<file path="config.mk">
export PLATFORM = sky130hd
export DESIGN_NAME = pipe_skid_stage
export DESIGN_NICKNAME = d
export VERILOG_FILES = /design/src/rtl/pipe_skid_stage.sv
export SDC_FILE = /design/constraint.sdc
export NUM_CORES = 1
export LEC_CHECK = 0
export ABC_CLOCK_PERIOD_IN_PS = 2100
export CELL_PAD_IN_SITES_DETAIL_PLACEMENT = 2
export CELL_PAD_IN_SITES_GLOBAL_PLACEMENT = 2
export CORE_MARGIN = 5
export CORE_UTILIZATION = 36
export DETAILED_ROUTE_END_ITERATION = 8
export DONT_BUFFER_PORTS = 1
export GPL_TIMING_DRIVEN = 0
export PLACE_DENSITY_LB_ADDON = 0.1
export SETUP_SLACK_MARGIN = 0.4
export SLEW_MARGIN = 20
export SYNTH_ARGS = -nofsm -noshare
export SYNTH_HDL_FRONTEND = slang
export SYNTH_SLANG_ARGS = --single-unit
</file>
<file path="constraint.sdc">
create_clock -name clk -period 2.1 [get_ports clk]
set_input_delay 0.21 -clock clk [delete_from_list [all_inputs] [get_ports clk]]
set_output_delay 0.21 -clock clk [all_outputs]
set_load 0.01 [all_outputs]
</file>
<file path="src/rtl/pipe_skid_stage.sv">
// Generic inter-stage pipeline register with valid/ready handshake, 2-entry skid buffer,
// synchronous flush and a saturating stall counter.
module pipe_skid_stage #(
    parameter int WIDTH      = 32,
    parameter int CNT_W      = 16,
    parameter int FLUSH_ZERO = 1
) (
    input  logic             clk,
    input  logic             clrn,
    input  logic             flush,
    input  logic             in_valid,
    output logic             in_ready,
    input  logic [WIDTH-1:0] in_data,
    output logic             out_valid,
    input  logic             out_ready,
    output logic [WIDTH-1:0] out_data,
    output logic [1:0]       occupancy,
    input  logic             stat_clr,
    output logic [CNT_W-1:0] stall_cnt
);

    typedef enum logic [1:0] {
        EMPTY = 2'd0,
        FULL  = 2'd1,
        SKID  = 2'd2
    } state_t;

    state_t             stateQ, stateD;
    logic [WIDTH-1:0]   mainQ, mainD;
    logic [WIDTH-1:0]   skidQ, skidD;
    logic [CNT_W-1:0]   stallCntQ, stallCntD;
    logic               inFire;

    // Handshake outputs decode only the state register, so no ready path crosses stages.
    assign in_ready  = (stateQ != SKID);
    assign out_valid = (stateQ != EMPTY);
    assign out_data  = mainQ;
    assign stall_cnt = stallCntQ;
    assign occupancy = (stateQ == SKID) ? 2'd2 :
                       (stateQ == FULL) ? 2'd1 : 2'd0;
    assign inFire    = in_valid & in_ready;

    always_comb begin
        stateD    = stateQ;
        mainD     = mainQ;
        skidD     = skidQ;
        stallCntD = stallCntQ;

        unique case (stateQ)
            EMPTY: begin
                if (inFire) begin
                    stateD = FULL;
                    mainD  = in_data;
                end
            end
            FULL: begin
                if (inFire && out_ready) begin
                    mainD = in_data;
                end else if (inFire) begin
                    stateD = SKID;
                    skidD  = in_data;
                end else if (out_ready) begin
                    stateD = EMPTY;
                end
            end
            SKID: begin
                if (out_ready) begin
                    stateD = FULL;
                    mainD  = skidQ;
                end
            end
            default: begin
                stateD = EMPTY;
            end
        endcase

        // Flush discards any transfer of this cycle; payload is optionally zeroed.
        if (flush) begin
            stateD = EMPTY;
            if (FLUSH_ZERO != 0) begin
                mainD = '0;
                skidD = '0;
            end else begin
                mainD = mainQ;
                skidD = skidQ;
            end
        end

        if (stat_clr) begin
            stallCntD = '0;
        end else if (out_valid && !out_ready && (stallCntQ != {CNT_W{1'b1}})) begin
            stallCntD = stallCntQ + CNT_W'(1);
        end
    end

    always_ff @(posedge clk) begin
        if (clrn) begin
            stateQ    <= EMPTY;
            mainQ     <= '0;
            skidQ     <= '0;
            stallCntQ <= '0;
        end else begin
            stateQ    <= stateD;
            mainQ     <= mainD;
            skidQ     <= skidD;
            stallCntQ <= stallCntD;
        end
    end

endmodule

</file>
=== Yosys cells after proc, flatten, opt, wreduce, memory -nomap -nowiden ===
Index checks and enable logic that the tools add are counted.

* $add $sub $neg: 1
* Eq/ne operators: 9
* Multiplexer cells: 12
* Bitwise operators: 2
* Reduce and logical (&&, ||, !) cells: 12

{| class="wikitable"
|+ Operators by type and width
! cell !! number
|-
| two-way mux 32 bit || 3
|-
| one-hot mux 32 bit (3 select lines) || 1
|-
| adder 16 x 1 -> 16 bit (second input constant) || 1
|-
| inequality test 16 bit (second input constant) || 1
|-
| two-way mux 2 bit || 6
|-
| inequality test 2 bit (second input constant) || 4
|-
| AND reduction 4 bit || 2
|-
| one-hot mux 2 bit (3 select lines) || 1
|-
| OR reduction 2 bit || 2
|-
| logical AND 1 bit || 3
|-
| inequality test 3 bit (second input constant) || 1
|-
| AND reduction 3 bit || 1
|-
| nonzero test 3 bit || 1
|-
| == test 2 x 1 -> 1 bit (second input constant) || 1
|-
| == test 2 bit (second input constant) || 1
|-
| logical NOT 2 bit || 1
|-
| inequality test 2 x 1 -> 1 bit (second input constant) || 1
|-
| nonzero test 2 bit || 1
|-
| AND 1 bit || 1
|-
| logical NOT 1 bit || 1
|-
| two-way mux 1 bit || 1
|-
| inverter 1 bit || 1
|}

* Flip-flop bits (word level): 82
* Input port bits: 38
* Logic and storage cells: 40

=== Logic depth before layout (Yosys ltp) ===
Gate-level depths: netlist of the first run.

* Word-level depth: 5
* Gate-level depth with buffers: 7
* Depth with buffers taken out: 5

=== Worst setup path after synthesis of the first run ===
No wires, ideal clock.

* Path kind: reg-to-reg
* Start: register stallCntQ[0], in the netlist stall_cnt[0]
* End: register stallCntQ[14], in the netlist stall_cnt[14]
* Setup time: 0.071 ns
* Arrival time: 1.608 ns
* Required time: 2.029 ns
* Slack: 0.422 ns
* Stages on the path, launching flop included: 7
* Clock period less this slack: 1.678 ns
* Path through: dfxtp_1 > ha_1 > and3_1 > buf_4 > nand2_4 > or4_1 > a21oi_1

* Longest elaborated chain between the ends: 2

{| class="wikitable"
|+ RTL lines
! element !! line !! source
|-
| start, declared || 31 || <nowiki>logic [CNT_W-1:0] stallCntQ, stallCntD;</nowiki>
|-
| start signal, assigned || 106 || <nowiki>stallCntQ <= stallCntD;</nowiki>
|-
| branches (longest 2 deep; another with adder 16 x 1 -> 16 bit) || -- ||
|}

Several ways; the timed one is not identified.
A chain may end at the register's enable or synchronous reset.

=== Worst setup path in the final report of the first run ===
Same ends and word-level chain as after synthesis.

==> metrics.md, run 1 <==
| Metric | Value |
|---|---|
| Fmax | 612 MHz |
| Syn Nets | 476 |
| Reg2Reg Setup Slack | 0.47 ns |
| CORE AREA | 9680 um^2 |
| Clk_skew | 0.0165 ns |
| Worst reg2reg path depth | 6 |
| Antenna Nets Post-Route | 0 |
| Crit start category | flip-flop |
| CTS tree | built |
| RR Startpoint | stall_cnt[0] |
| # IOs | 90 |
| Die X-Extent | 109 um |
| Vias in the first global route | 3720 |
| CP Data Required Time | 2.39 ns |
| Pleak | 0.00160 uW |
| Antenna violations before repair | 0 |
| Top cells by area, synth | dfxtp_1 46%, nand2_1 15%, a311oi_1 8.2% |
| Final instance area | 4390 um^2 |
| # port buffers | 0 |
| Final #Nets | 524 |
| Synth cell count leaders | 143 x nand2_1, 82 x dfxtp_1, 42 x a21oi_1, 34 x nor2_1, 33 x a311oi_1 |
| # diodes | 0 |
| Leading area contributor after synthesis | dfxtp_1 |
| Setup TNS | 0 ns |
| Routed via count | 3387 |
| Top_reg_cell synth | dfxtp_1 |
| Worst Max-Slew Pin Slew | 0.540 ns |
| CP Capture Type | flip-flop |
| Status | finished clean |
| Max Cap Viol | 0 |
| Power density over cell area | 725 nW/um^2 |
| Count leader, synth | nand2_1 |
| Via/cell ratio | 5.45 |
| Final setup vio count | 0 |
| Synth async-reset ratio | 0% |
| Critical path fanouts, max | 7 |
| Post-synthesis xor/xnor area fraction | 0% |
| RSZ-0062 raised after global routing | true |
| Dpl cell area | 3700 um^2 |
| Worst hold path class | primary input to flip-flop |
| TritonCTS Sinks | 82 |
| Relative slew slack | 64.0% |
| Seq/Total Area, Yosys | 46.5% |
| Initial core utilization | 36.5% |
| WL final | 11.7 mm |
| DRT iter0 DRCs | 81 |
| Cells after Synth | 437 |
| GPL Wtd Cong | 0.743 |
| #FFs+latches synth | 82 |
| Compound-Gate Fraction of Synth Area | 19.9% |
| Vert. Die Dim | 109 um |
| First-pass GRT wire length | 19.1 mm |
| DR pass1 iterations | 4 |
| Hold Vio Cnt, Final | 0 |
| Simple-Gate Fraction of Synth Area | 27.6% |
| Post-DR wirelength/cell | 18.8 um |
| Std cell rows | 36 |
| Hold path depth | 2 |
| Hold Startpoint | in_data[0] |
| Post-Synth Adder-Cell Area | 0.354% |
| EDFF count, synth | 0 |
| Syn avg cell area | 8.08 um^2 |
| Hold EP | out_data[0] |
| Skew-Pair Late Insertion Delay | 0.36 ns |
| Min Clock Period, post-route | 1.63 ns |
| Post-Syn Area | 3530 um^2 |
| Largest family of logic cells by synthesized area | simple AND/OR/NAND/NOR gates |
| P&R area growth vs syn | 24.4% |
| YS warnings | 0 |
| Mux contribution to synthesized area | 1.13% |
| Max Transition Viols Final | 0 |
| All-layer global routing usage | 20.5% |
| Dpl hpwl | 7.84 mm |
| Yosys top cell area share | 46.5% |
| WS Path Type | flip-flop to flip-flop |
| Die area | 11900 um^2 |
| Final Cycle Share | 77.8% |
| Root buffer cell | clkbuf_8 |
| # DRC | 0 |
| TritonCTS Buffers | 9 |
| R2r endpoint | stall_cnt[14] |
| Clock Pin Slew Worst Setup and Hold Paths | 0.09 ns |
| Max clock buf depth | 2 |
| Unique masters post-synth | 49 |
| Critical path arrival | 1.93 ns |
| Largest net degree at the start of global routing | 14 |
| Share of cells above drive strength 1 | 15.5% |
| GRT overflow | 0 |
| Worst IR Drop VDD | 0.000378 V |
| H-tree Lvls | 3 |
==> layout make-up <==
| class | count | area [um^2] |
|---|---|---|
| Fill cell | 1087 | 5290 |
| Clock buffer | 11 | 141 |
| Multi-Input combinational cell | 321 | 1790 |
| Sequential cell | 82 | 1660 |
| Buffer | 33 | 199 |
| Timing Repair Buffer | 37 | 358 |
| Inverter | 1 | 3.75 |
| Tap cell | 133 | 166 |
| Clock inverter | 4 | 76.3 |
==> what timing repair did <==
| item | in CTS | in global routing |
|---|---|---|
| resized for setup | 15 | 31 |
| buffers inserted | 3 | 2 |
| hold buffers | 32 | 0 |
| endpoints found under the hold margin | 55 | 0 |
| pin swaps | 2 | 1 |
| setup endpoints to repair | 28 | 73 |
==> critical path: stages (launching register included) <==
cell	delay, ns
dfxtp_4	0.40
ha_4	0.16
and3_1	0.17
buf_6	0.12
nand2_4	0.07
or4_1	0.51
a21oi_1	0.14
==> where the power goes <==
part,switching (uW),internal [uW]
logic,156,109
registers,42.5,1590
clock network,590,699
total,788,2400
==> metrics by stage <==
| step | worst slack [ns] | util, % | instances | hold slack, ns | total power, uW |
|---|---|---|---|---|---|
| after floorplan | 0.422 | - | 437 | 0.346 | 1810 |
| after global placement | 0.116 | 38.2 | 570 | 0.348 | 1870 |
| after detailed placement | 0.141 | 38.2 | 570 | 0.356 | 1880 |
| after CTS | 0.380 | 44.5 | 620 | 0.00163 | 3220 |
| after global routing | 0.338 | 45.4 | 622 | 0.00668 | 3330 |
| final | 0.467 | 45.4 | 622 | 0.0197 | 3190 |
==> sequential cells by signal, summed over array words and instances, names as in the netlist <==
register   flops
out_data      32
skidQ         32
stall_cnt     16
stateQ         2
==> routing by layer <==
| layer | vias up | wire [um] | share of wire (%) | GRT usage, % |
|---|---|---|---|---|
| met5 | - | 0 | 0 | 0 |
| met4 | 0 | 126 | 1.1 | 6.40 |
| met3 | 12 | 580 | 5.0 | 4.74 |
| met2 | 61 | 5950 | 51 | 36.2 |
| met1 | 1690 | 5020 | 43 | 24.4 |
| li1 | 1624 | - | - | - |
==> worst max path at each step <==
stage	startpoint	end	slack, ns
finish	stall_cnt[0]	stall_cnt[14]	0.47
global route	stateQ[1]	out_data[23]	0.34
CTS	stall_cnt[7]	stall_cnt[15]	0.38
detailed placement	stall_cnt[0]	stall_cnt[12]	0.14
global placement	stall_cnt[0]	stall_cnt[12]	0.12
floorplan	stall_cnt[0]	stall_cnt[14]	0.42
==> cell usage in the layout, fill, tap and decap left out, types with 3 or more instances in the layout <==
cell type / n
nand2_1: 143
dfxtp_1: 72
a21oi_1: 42
nor2_1: 34
a311oi_1: 33
dlygate4sd3_1: 32
clkbuf_1: 10
clkbuf_8: 10
buf_4: 8
clkbuf_2: 8
dfxtp_2: 8
clkbuf_4: 6
o21ai_0: 5
buf_2: 4
and3_1: 4
nand3_2: 4
or3_1: 4
or2_2: 3
nor4_4: 3
o31ai_1: 3
or4_1: 3
mux2i_1: 3
==> logic make-up (layout without fill, tap and decap cells) <==
kind of cell / after synthesis / after routing
AND/OR/NAND/NOR: 218 / 218
flip-flops: 82 / 82
AO/OA/AOI/OAI: 98 / 98
buffers and inverters: 34 / 86
multiplexers: 4 / 4
adder cells (fa/ha/maj): 1 / 1
Note: power is estimated with default switching activity, not from simulation.
==> run 2, diff against run 1 <==
- ABC_CLOCK_PERIOD_IN_PS: 2100 -> 1600
- clock period: 2.1 -> 1.6 ns (I/O delays scaled with it)
==> run 2 against run 1 <==
  * The run now fails in global routing (5_1_grt)
  * Area after synthesis did not move
  * Synthesized cell count unchanged
==> metrics.md, run 2 <==
| Metric | Value |
|---|---|
| Status | did not finish |
| Stop stage | global routing (5_1_grt) |
| Error | [ERROR DPL-0033] detailed placement checks failed during check placement. |
| Synth cell count leaders | 143 x nand2_1, 82 x dfxtp_1, 42 x a21oi_1, 34 x nor2_1, 33 x a311oi_1 |
| Top cells by area, synth | dfxtp_1 46%, nand2_1 15%, a311oi_1 8.2% |
| Largest net degree at the start of global routing | 15 |
| Antenna violations before repair | 0 |
| Leading area contributor after synthesis | dfxtp_1 |
| Worst endpoint type | register input |
| # IOs | 90 (unchanged) |
| Max clock buf depth | 2 (unchanged) |
| EDFF count, synth | 0 (unchanged) |
| Dpl cell area | 3890 um^2 (+5.3%) |
| Top_reg_cell synth | dfxtp_1 |
| Dpl hpwl | 7.93 mm (+1.2%) |
| Std cell rows | 36 (unchanged) |
| Cells after Synth | 437 (unchanged) |
| Unique masters post-synth | 49 (unchanged) |
| Root buffer cell | clkbuf_8 |
| Yosys top cell area share | 46.5% (unchanged) |
| Initial core utilization | 36.5% (unchanged) |
| Syn avg cell area | 8.08 um^2 (unchanged) |
| # port buffers | 0 (unchanged) |
| Die X-Extent | 109 um (unchanged) |
| Placed cell count | 570 (unchanged) |
| #FFs+latches synth | 82 (unchanged) |
| TritonCTS Buffers | 9 (unchanged) |
| Synth async-reset ratio | 0% (unchanged) |
| TritonCTS Sinks | 82 (unchanged) |
| Worst endpoint, post-GRT repair | stall_cnt[13]$_SDFFE_PP0P_/D |
| Post-Syn Area | 3530 um^2 (unchanged) |
| Seq/Total Area, Yosys | 46.5% (unchanged) |
| Syn Nets | 476 (unchanged) |
| Count leader, synth | nand2_1 |
| GPL Wtd Cong | 0.748 (+0.66%) |
| H-tree Lvls | 3 (unchanged) |
| YS warnings | 0 (unchanged) |
| Vert. Die Dim | 109 um (unchanged) |
==> run 2: cell families after synthesis <==
| logic type | after synthesis | synth area share [%] |
|---|---|---|
| buffers and inverters | 34 | 4.57 |
| AO/OA/AOI/OAI | 98 | 19.9 |
| flip-flops | 82 | 46.5 |
| adder cells (fa/ha/maj) | 1 | 0.354 |
| multiplexers | 4 | 1.13 |
| AND/OR/NAND/NOR | 218 | 27.6 |
==> run 2: through the flow <==
stage	setup slack (ns)	hold slack (ns)	util, %
after detailed placement	-0.121	0.305	40.2
after CTS	0.0253	0.00719	56.4
after global placement	-0.0913	0.298	40.2
after floorplan	0.168	0.296	-
==> run 2: timing repair <==
action / CTS
cloned: 7
resized for setup: 128
endpoints found under the setup margin: 85
buffers inserted: 30
hold endpoints to repair: 66
hold buffers: 35
pin swaps: 48
==> run 3, diff against run 2 <==
- CELL_PAD_IN_SITES_DETAIL_PLACEMENT: 2 -> unset
- CELL_PAD_IN_SITES_GLOBAL_PLACEMENT: 2 -> unset
- CORE_UTILIZATION: 36 -> 35
- PLACE_DENSITY_LB_ADDON: 0.1 -> 0.15
- SETUP_SLACK_MARGIN: 0.4 -> unset
==> run 3 against run 2 <==
  * The run now ends clean
==> metrics.md, run 3 (same netlist as run 1, synthesis figures left out) <==
| Metric | Value |
|---|---|
| Status | finished clean |
| Antenna Nets Post-Route | 0 |
| Largest net degree at the start of global routing | 14 |
| Max clock buf depth | 2 (unchanged) |
| Critical path arrival | 1.86 ns |
| CP Data Required Time | 1.89 ns |
| All-layer global routing usage | 16.4% |
| WL final | 10.0 mm |
| DRT iter0 DRCs | 178 |
| Fmax | 637 MHz |
| Via/cell ratio | 5.17 |
| WS Path Type | flip-flop to flip-flop |
| Clock power share | 37.1% |
| Std cell rows | 36 (unchanged) |
| Worst hold path class | primary input to flip-flop |
| Commonest cells after routing, fill and taps aside | 143 x nand2_1, 65 x dfxtp_1, 41 x a21oi_1 |
| Logic gate share of total power | 9.3% |
| Fillers | 1046 |
| Pleak | 0.00163 uW |
| Antenna violations before repair | 0 |
| H-tree Lvls | 3 (unchanged) |
| Max Cap Viol | 0 |
| Vert. Die Dim | 110 um (+1.3%) |
| Most common cell after layout, fill and taps aside | nand2_1 |
| Flop pwr share | 53.6% |
| # DRC | 0 |
| TritonCTS Sinks | 82 (unchanged) |
| Skew-Pair Late Insertion Delay | 0.36 ns |
| Min Clock Period, post-route | 1.57 ns |
| TritonCTS Buffers | 9 (unchanged) |
| Initial core utilization | 36.0% (-0.50 points) |
| RSZ-0062 raised after global routing | true |
| Die area | 12200 um^2 |
| Power density over cell area | 878 nW/um^2 |
| # diodes | 0 |
| Sw Ratio | 25.6% |
| DR pass1 iterations | 6 |
| Hold Vio Cnt, Final | 0 |
| Post-DR wirelength/cell | 15.8 um |
| Clock Pin Slew Worst Setup and Hold Paths | 0.08 ns |
| GRT overflow | 0 |
| First-pass GRT wire length | 16.6 mm |
| Vias in the first global route | 3161 |
| Max Transition Viols Final | 0 |
| Relative slew slack | 62.6% |
| CP Capture Type | flip-flop |
| P&R area growth vs syn | 28.8% |
| Critical path fanouts, max | 6 |
| NetSw | 1020 uW |
| Share of cells above drive strength 1 | 19.7% |
| CTS tree | built |
| Power, Total | 3990 uW |
| Final setup vio count | 0 |
| Die X-Extent | 110 um (+1.3%) |
| Final Cycle Share | 98.1% |
| Final #Nets | 536 |
| Clk_skew | 0.0110 ns |
| # port buffers | 0 (unchanged) |
| Routed via count | 3280 |
| Int Pwr | 2970 uW |
| Dpl hpwl | 6.57 mm (-17%) |
| CORE AREA | 9820 um^2 |
| # IOs | 90 (unchanged) |
| Setup TNS | 0 ns |
| Worst Max-Slew Pin Slew | 0.561 ns |
| Root buffer cell | clkbuf_8 |
| Worst IR Drop VDD | 0.000333 V |
| Crit start category | flip-flop |
| GPL Wtd Cong | 0.807 (+7.9%) |
run 3: stage by stage:
stage,instance area (um^2),cells,setup WS [ns],util (%),hold slack [ns]
floorplan,3550,437,0.0244,-,0.296
global placement,3710,570,-0.201,37.8,0.299
detailed placement,3710,570,-0.234,37.8,0.304
CTS,4350,624,0.0109,44.3,0.00764
global route,4550,635,-0.0353,46.3,0.0458
finish,4550,635,0.0302,46.3,0.0558
run 3: critical path, stage by stage (launching register included):
cell and delay (ns):
dfxtp_4 0.40, ha_4 0.17, and3_4 0.23, nand2_8 0.06
or4_4 0.51, a21oi_2 0.14
run 3: power by group through the flow:
stage,Sequential (uW),Combinational (uW),Clock (uW)
after floorplan,2180,196,0
after CTS,2140,347,1520
after global routing,2150,418,1640
after global placement,2190,254,0
final,2140,371,1480
after detailed placement,2200,257,0
run 3: worst paths after layout:
kind	cells after the start	to	from	slack, ns
worst max register to register	5	stall_cnt[14]	stall_cnt[0]	0.03
worst max-delay path	5	stall_cnt[14]	stall_cnt[0]	0.03
worst min-delay path	2	stateQ[1]	out_ready	0.06
worst min register to register	2	skidQ[1]	skidQ[1]	0.46
run 3: metal layers:
metal	track usage, %	part of all wire, %	wire length [um]
met2	26.4	48	4840
met1	21.4	46	4560
met5	0	0	0
met4	6.08	1.3	134
met3	3.77	4.8	482
run 3: cell type report:
class / instances / area, um^2 / area share (%)
Inverter: 1 / 3.75 / 0.0825
Clock buffer: 12 / 135 / 2.97
Timing Repair Buffer: 49 / 453 / 9.96
Clock inverter: 4 / 52.6 / 1.16
Multi-Input combinational cell: 322 / 1870 / 41.0
Sequential cell: 82 / 1670 / 36.8
Tap cell: 133 / 166 / 3.66
Buffer: 32 / 199 / 4.37
run 3: repair_timing:
action	CTS	global route
hold endpoints to repair	67	0
gates resized for setup	26	41
cloned	0	1
buffers inserted	4	11
pin swaps	5	9
hold buffers	34	0
setup endpoints to repair	47	76
==> run 4, diff against run 3 <==
- ABC_CLOCK_PERIOD_IN_PS: 1600 -> 2000
- CORE_MARGIN: 5 -> 1
- clock period: 1.6 -> 2 ns (I/O delays scaled with it)
==> run 4 against run 3 <==
  * Clock-buffer cell count decreased by 2
  * Hold slack got worse by 0.035 ns
  * Sequential cell count is the same
  * Clock power shrank 4%
  * Total power fell by 15%
  * Sequential share of layout area is 1.7 points higher
  * Register-to-register slack better by 0.13 ns
  * Combinational power is 30% lower
==> metrics.md, run 4 (same netlist as run 1, synthesis figures left out) <==
| Metric | Value |
|---|---|
| CTS tree | built |
| Worst reg2reg path depth | 6 (+1) |
| TritonCTS Buffers | 9 (unchanged) |
| Hold path depth | 2 (unchanged) |
| Initial core utilization | 36.1% (+0.17 points) |
| First-pass GRT wire length | 14.7 mm (-11%) |
| Vert. Die Dim | 102 um (-7.2%) |
| Routed via count | 3151 (-3.9%) |
| Crit-path leading delay family | simple AND/OR/NAND/NOR gates |
| Worst IR Drop VDD | 0.000282 V (-15%) |
| P&R area growth vs syn | 20.8% |
| Worst Max-Slew Pin Slew | 0.599 ns (+0.0377 ns) |
| Dpl hpwl | 6.27 mm (-4.6%) |
| # port buffers | 0 (unchanged) |
| Skew-Pair Late Insertion Delay | 0.35 ns (about the same) |
| Max Cap Viol | 0 (unchanged) |
| WS Path Type | flip-flop to flip-flop |
| Relative slew slack | 59.8% (-2.8 points) |
| Pleak | 0.00153 uW (-5.9%) |
| Critical path arrival | 2.12 ns (+0.26 ns) |
| Final Cycle Share | 91.9% (-6.2 points) |
| Core Util, Final | 43.7% (-2.7 points) |
| All-layer global routing usage | 18.3% (+1.9 points) |
| Worst hold path class | primary input to flip-flop |
| Post-CTS setup buffer count | 0 (-4) |
| Final setup vio count | 0 (unchanged) |
| Levels on crit path | 6 (+1) |
| Post-DR wirelength/cell | 14.8 um (-6.2%) |
| Cells along the critical path | ha_1, and3_1, buf_4, nand2_4, or4_1, a21oi_1 |
| Largest net degree at the start of global routing | 14 (unchanged) |
| Commonest cells after routing, fill and taps aside | 143 x nand2_1, 81 x dfxtp_1, 42 x a21oi_1 |
| Clock Pin Slew Worst Setup and Hold Paths | 0.08 ns (about the same) |
| Fmax | 544 MHz (-15%) |
| Placed cell count | 570 (unchanged) |
| Max Transition Viols Final | 0 (unchanged) |
| Most common cell after layout, fill and taps aside | nand2_1 |
| Critical path fanouts, max | 7 (+1) |
| TritonCTS Sinks | 82 (unchanged) |
| Worst Path Buf+Inv | 1 (+1) |
| Max incr delay on CP | 0.51 ns (about the same) |
| WL final | 9.13 mm (-8.9%) |
| DR pass1 iterations | 4 (-2) |
| H-tree Lvls | 3 (unchanged) |
| GRT overflow | 0 (unchanged) |
| Crit start category | flip-flop |
| Fillers | 1029 (-1.6%) |
| Max clock buf depth | 2 (unchanged) |
| Share of cells above drive strength 1 | 9.92% (-9.8 points) |
| Root buffer cell | clkbuf_8 |
| # diodes | 0 (unchanged) |
| Antenna Nets Post-Route | 0 (unchanged) |
| Power density over cell area | 796 nW/um^2 (-9.3%) |
| Antenna violations before repair | 0 (unchanged) |
| Clk_skew | 0.00520 ns (-0.00581 ns) |
| CP Capture Type | flip-flop |
| Worst path slowest cell | or4_1 |
| Die area | 10500 um^2 (-14%) |
| Vias in the first global route | 2987 (-5.5%) |
| Min Clock Period, post-route | 1.84 ns (+0.269 ns) |
| DRT iter0 DRCs | 120 (-33%) |
| Status | finished clean |
| Die X-Extent | 102 um (-7.2%) |
| Std cell rows | 36 (unchanged) |
| GPL Wtd Cong | 0.785 (-2.7%) |
| Final #Nets | 519 (-3.2%) |
| CORE AREA | 9770 um^2 (-0.46%) |
| CP Data Required Time | 2.28 ns (+0.39 ns) |
| Non-filler cells, final | 617 (-2.8%) |
| Hold Vio Cnt, Final | 0 (unchanged) |
| Via/cell ratio | 5.11 (-1.1%) |
| # DRC | 0 (unchanged) |
| # IOs | 90 (unchanged) |
run 4: area by class of cell:
cell class                 count  area, um^2  area share [%]
sequential                    82        1640            38.5
tap                          133         166            3.90
buffer                        33         158            3.70
clock inverter                 5         104            2.43
multi-input combinational    321        1740            40.9
timing repair buffer          32         320            7.51
clock buffer                  10         128            2.99
inverter                       1        3.75          0.0880
run 4: worst reg2reg max path, stage by stage, from the launching register on:
cell and delay [ns]:
dfxtp_1 0.45, ha_1 0.25, and3_1 0.17, buf_4 0.16, nand2_4 0.09, or4_1 0.51
a21oi_1 0.15
run 4: final timing paths:
kind,from,endpoint,slack (ns)
hold / removal,stat_clr,stall_cnt[0],0.02
setup reg to reg,stall_cnt[1],stall_cnt[14],0.16
hold reg to reg,skidQ[29],skidQ[29],0.46
setup / recovery,stall_cnt[1],stall_cnt[14],0.16
run 4: layer usage:
metal  part of all wire [%]  vias to the layer above  global-route usage, %
met4                    1.2                        0                   7.91
met2                     48                       63                   30.1
li1                       -                     1616                      -
met5                      0                        -                      0
met1                     46                     1464                   22.7
met3                    5.2                        8                   4.58
run 4: timing repair:
item	in CTS	in global routing
gates resized for setup	1	2
pin swaps	0	1
hold endpoints to repair	64	0
hold buffers	32	0
setup endpoints to repair	1	6
run 4: power breakdown:
part           total [uW]  internal, uW  switching (uW)
Combinational         261           109             152
Sequential           1710          1670            42.3
Clock                1420           823             598
run 4: through the flow:
stage	power [uW]	hold WS (ns)	TNS, ns	instance area, um^2	setup WS (ns)
global route	3550	0.0165	-0.00404	4270	-0.00305
finish	3400	0.0204	0	4270	0.162
CTS	3450	0.0105	0	4260	0.0391
detailed placement	1960	0.343	-0.0241	3700	-0.0241
floorplan	1900	0.336	0	3530	0.322
global placement	1960	0.338	0	3700	0.0364
==> edit 1, RTL diff (settings of run 1) <==
The parameter `WIDTH` goes from 32 to 64.
--- a/src/rtl/pipe_skid_stage.sv
+++ b/src/rtl/pipe_skid_stage.sv
@@ -2,5 +2,5 @@
 // synchronous flush and a saturating stall counter.
 module pipe_skid_stage #(
-    parameter int WIDTH      = 32,
+    parameter int WIDTH      = 64,
     parameter int CNT_W      = 16,
     parameter int FLUSH_ZERO = 1
Ports: changed (resized in_data and out_data); port bits go from 90 to 154. No check against the original RTL was run, so the function may have changed too.
==> edit 1 against run 1 <==
Sequential share of layout area is 1.0 points lower; power increased by 100%; first-iteration DRC count rose to 2.7 times the old value; wire length increased by 100%; sequential cell count up 64; maximum frequency down 3.6%; clock skew fell by 7.7 ps; sequential power is 79% higher; setup slack lost 61 ps; combinational power grew 97%; design area increased by 83%; area after synthesis is 71% higher; critical endpoint is now out_data[24]; largest cell class is now registers; core utilization increased by 3.3 points.
==> edit 1: results (changes against run 1) <==
[outcome]
status = finished clean  ; unchanged

[detailed_routing]
vias = 5697  ; was 3387
wl_per_cell_um = 23.06  ; was 18.77 um
drt_first_pass_iters = 4  ; unchanged
drt-initial-drc-count = 215  ; was 81

[global_route]
grt_pass1_vias = 6360  ; was 3720
antenna_found_initial = 0  ; unchanged
grt_pass1_wl_um = 36590  ; was 19110 um
grt_max_degree = 17  ; was 14
grt_usage_pct = 23.63  ; was 20.46%

[power]
ir_drop_v = 0.0005853  ; was 0.0003782 V
p_leak_nw = 3.279  ; was 1.598 nW
swShare_pct = 26.41  ; was 24.74%

[timing]
fin_worst_skew_ps = 8.824  ; was 16.55 ps
slew_headroom_pct = 56.12  ; was 64.01%
setup_tns_ps = 0  ; unchanged

[layout]
antenna_cells = 0  ; unchanged
drive_gt1_share_pct = 17.44  ; was 15.54%
final_nets = 872  ; was 524

[critical_path]
worst-path-max-fanout = 8  ; was 7
cp.arrival_ps = 2020  ; was 1930 ps
cp_top_family = buffers and inverters  ; was simple AND/OR/NAND/NOR gates
cpMaxStageDelayCell = dfxtp_2  ; was or4_1
slowest_delay_ps = 330  ; was 510 ps

[synthesis]
synth_nets = 761  ; was 476
synth.area.top_cells = dfxtp_1 (48%), mux2i_1 (11%), a211oi_1 (8.3%)  ; was dfxtp_1 (46%), nand2_1 (15%), a311oi_1 (8.2%)
synthDistinctLibCells = 43  ; was 49
syn_avg_cell_area_um2 = 8.771  ; was 8.083 um2
ys_warn_count = 0  ; unchanged
netlist_top_cells_count = dfxtp_1 (146), nand2_1 (134), a21oi_1 (71)  ; was nand2_1 (143), dfxtp_1 (82), a21oi_1 (42)
synthArstFlopShare_pct = 0  ; unchanged
synth-seq-area-share_pct = 48.29  ; was 46.48%

[clock_tree]
clk_latency_ps = 430  ; was 360 ps
clk_pin_slew_ps = 70  ; was 90 ps
htreeDepth = 4  ; was 3
cts_buffers = 17  ; was 9
clk_path_buf_depth = 2  ; unchanged
cts-root-buf = clkbuf_16  ; was clkbuf_8

[placement]
place_congestion = 0.7872  ; was 0.7432
dp_slack_ps = 4.426  ; was 141.4 ps
hpwl_um = 14740  ; was 7841 um
place_area_mm2 = 0.006327  ; was 0.003699 mm2
portBuffers = 0  ; unchanged

[min_path]
min_path_type = input pin to flop  ; unchanged

## edit 1: cell types whose count changed after synthesis, moves of 4 or more
cell      before  now
inv_1          0    4
dfxtp_1       82  146
clkbuf_1      17   22
and3_1         4    0
nand2_1      143  134
buf_2         12   25
mux2i_1        4   66
nand4_1        2    9
or4_1          3    7
a311oi_1      33    0
nor2_1        34   68
a211oi_1       1   67
a21oi_1       42   71
## edit 1: cell families after synthesis
logic type,synth area share [%]
fa+ha+maj,0.2067
simple gates,18.71
buf+inv,4.982
compound gates,16.89
flops,48.29
mux,10.92
## edit 1: final timing paths
check / from / to / slack [ps] / cells past startpoint
worst max-delay path: stateQ[1] / out_data[24] / 410 / 8
worst max register to register: stateQ[1] / out_data[24] / 410 / 8
worst min register to register: skidQ[27] / skidQ[27] / 460 / 2
worst min-delay path: in_data[40] / out_data[40] / 30 / 2
## edit 1: final cells by class
type / instances / area [um2]
inverters: 5 / 21.27
clock buffers: 21 / 480.5
repair buffers: 92 / 905.9
clock inverters: 11 / 77.57
multi-input cells: 483 / 2935
fillers: 1759 / 8482
flip-flops and latches: 146 / 2955
plain buffers: 56 / 391.6
well taps: 220 / 275.3
## edit 1: timing repair
action / 4_1_cts / 5_1_grt
endpoints found under the setup margin: 140 / 130
endpoints found under the hold margin: 66 / 0
gates cloned: 0 / 2
pin swaps: 2 / 6
resized for setup: 43 / 43
buffers inserted: 3 / 20
hold buffers: 67 / 0
## edit 1: metal layers
metal,global-route usage [%],vias to the layer above,wire (um)
met4,5.966,0,286
met5,0,-,0
met1,26.58,2903,9343
met2,43.66,114,12850
li1,-,2656,-
met3,6.964,24,1369
## edit 1: power groups by stage
stage / clock network (mW) / logic, mW / registers (mW)
2_1_floorplan: 0 / 0.255 / 2.96
5_1_grt: 3.12 / 0.572 / 2.92
6_report: 2.94 / 0.525 / 2.92
3_3_place_gp: 0 / 0.339 / 2.98
3_5_place_dp: 0 / 0.360 / 2.98
4_1_cts: 2.98 / 0.483 / 2.92
## edit 1: worst register-to-register path, cell delays in order, from the launching register on
cell and delay [ps]:
dfxtp_2 330, buf_6 120, nor2b_4 240, inv_4 70
buf_4 140, clkbuf_16 140, buf_4 130, mux2i_1 110
a211oi_1 310
## edit 1: per-stage QoR
| step | std cells | power [mW] |
|---|---|---|
| after CTS | 1012 | 6.381 |
| after global routing | 1034 | 6.614 |
| after global placement | 910 | 3.319 |
| after detailed placement | 910 | 3.345 |
| after floorplan | 690 | 3.214 |
| final | 1034 | 6.384 |
==> edit 2, RTL diff (config.mk and constraints of run 1) <==
Without the edit above. Register the output `stall_cnt` once more, without a reset; this adds one clock of latency there. The other outputs are not delayed to match.
--- a/src/rtl/pipe_skid_stage.sv
+++ b/src/rtl/pipe_skid_stage.sv
@@ -36,5 +36,7 @@
     assign out_valid = (stateQ != EMPTY);
     assign out_data  = mainQ;
-    assign stall_cnt = stallCntQ;
+    always_ff @(posedge clk) begin
+        stall_cnt <= stallCntQ;
+    end
     assign occupancy = (stateQ == SKID) ? 2'd2 :
                        (stateQ == FULL) ? 2'd1 : 2'd0;
Check against the original RTL: not equivalent (Yosys sat finds a counterexample within 4 cycles, from zero or initial values).
==> edit 2 against run 1 <==
Power grew 15%; critical path depth is the same; area after synthesis grew 7.9%; setup slack worse by 91 ps; cell count rose by 0.48%; combinational power increased by 3%; sequential cell count grew 16; design area grew 14%; wire length up 6.5%; core utilization is 3.3 points higher.
==> edit 2: results (changes against run 1) <==
[synthesis]
synth.area.top_cells = dfxtp_1 (51%), mux2i_1 (8.7%), nand2_1 (6.8%)  ; was dfxtp_1 (46%), nand2_1 (15%), a311oi_1 (8.2%)
synth-compound-area-share_pct = 16.84  ; was 19.87%
ys_warn_count = 0  ; unchanged
synthArstFlopShare_pct = 0  ; unchanged
synth-adder-area-share_pct = 0.3282  ; was 0.3542%
netlist_top_cells_count = dfxtp_1 (98), nand2_1 (69), a21oi_1 (44)  ; was nand2_1 (143), dfxtp_1 (82), a21oi_1 (42)
synthDistinctLibCells = 44  ; was 49
muxShareOfSynthArea_pct = 8.664  ; was 1.134%
synth_nets = 456  ; was 476
synth-xor-area-share_pct = 0  ; unchanged
syn_avg_cell_area_um2 = 9.142  ; was 8.083 um2
synth-seq-area-share_pct = 51.46  ; was 46.48%

[placement]
dp_cells = 553  ; was 570
place_area_mm2 = 0.003996  ; was 0.003699 mm2
portBuffers = 0  ; unchanged
dp_slack_ps = -25.64  ; was 141.4 ps
place_congestion = 0.7121  ; was 0.7432
hpwl_um = 7598  ; was 7841 um

[critical_path]
slowest_delay_ps = 420  ; was 510 ps
cpMaxStageDelayCell = nor4_4  ; was or4_1
worst-path-max-fanout = 6  ; was 7
reg2regPathDepth = 6  ; unchanged
cp.arrival_ps = 1950  ; was 1930 ps

[clock_tree]
cts_buffers = 9  ; unchanged
cts-root-buf = clkbuf_8  ; unchanged
clk_path_buf_depth = 2  ; unchanged
htreeDepth = 3  ; unchanged
clk_latency_ps = 380  ; was 360 ps
clk_pin_slew_ps = 100

[global_route]
grt_pass1_vias = 3832  ; was 3720
antenna_found_initial = 0  ; unchanged
grt_max_degree = 17  ; was 14
grt_usage_pct = 19.92  ; was 20.46%
grt_pass1_wl_um = 20210  ; was 19110 um

[min_path]
min_path_cells = 2  ; unchanged
min_path_type = input pin to flop  ; unchanged

[power]
ir_drop_v = 0.0003907  ; was 0.0003782 V
p_leak_nw = 1.986  ; was 1.598 nW

[timing]
drv_slew = 0  ; unchanged
slew_headroom_pct = 61.14  ; was 64.01%
fin_worst_skew_ps = 13.78  ; was 16.55 ps

[layout]
drive_gt1_share_pct = 23.52  ; was 15.54%
final_nets = 523  ; was 524
antenna_cells = 0  ; unchanged
final_cells = 625  ; was 622

[detailed_routing]
drt_first_pass_iters = 4  ; unchanged
viasPerCell = 5.408  ; was 5.445
routed_wirelength_um = 12440  ; was 11680 um
drt-initial-drc-count = 116  ; was 81

[outcome]
status = finished clean  ; unchanged

edit 2: cell types whose count changed in the layout (fill, tap and decap cells not counted), moves of 6 or more:
cell	change
dfxtp_1	+10
buf_4	+21
a211oi_1	+32
nand2_1	-74
dfxtp_4	+8
a311oi_1	-33
mux2i_1	+30
a21oi_2	+6
edit 2: repair_timing:
| action | 4_1_cts | 5_1_grt |
|---|---|---|
| cloned | 0 | 1 |
| gates resized for setup | 49 | 54 |
| setup buffers | 14 | 9 |
| endpoints found under the hold margin | 32 | 0 |
| pin swaps | 11 | 16 |
| setup endpoints to repair | 78 | 68 |
| hold buffers | 32 | 0 |
edit 2: critical path, delay by kind of cell (launching register included):
| family | cells | cell delay (ps) |
|---|---|---|
| AND/OR/NAND/NOR | 3 | 710 |
| buffers and inverters | 2 | 420 |
| flip-flops | 1 | 390 |
| AO/OA/AOI/OAI | 1 | 60 |
edit 2: layer usage:
layer / share of wire [%] / global-route usage [%] / up-vias
met3: 5.7 / 5.668 / 18
met5: 0 / 0 / -
met4: 1.7 / 6.651 / 0
met2: 50 / 34.48 / 73
met1: 42 / 23.70 / 1668
li1: - / - / 1621
edit 2: where the power goes:
group | internal (mW) | switching, mW
registers | 1.88 | 0.0380
clock network | 0.789 | 0.695
logic | 0.123 | 0.151
edit 2: final timing paths:
check           startpoint  slack, ps       endpoint
min reg2reg  stallCntQ[12]        410  stall_cnt[12]
max reg2reg  stallCntQ[10]        380   stallCntQ[3]
min            in_data[16]         70   out_data[16]
max          stallCntQ[10]        380   stallCntQ[3]
edit 2: cell type report:
cell class	instances	area (um2)
fill	1090	5299
sequential	98	2007
multi-input combinational	289	1889
timing repair buffer	56	500.5
buffer	29	212.7
tap	136	170.2
clock buffer	9	123.9
clock inverter	7	117.6
inverter	1	3.754
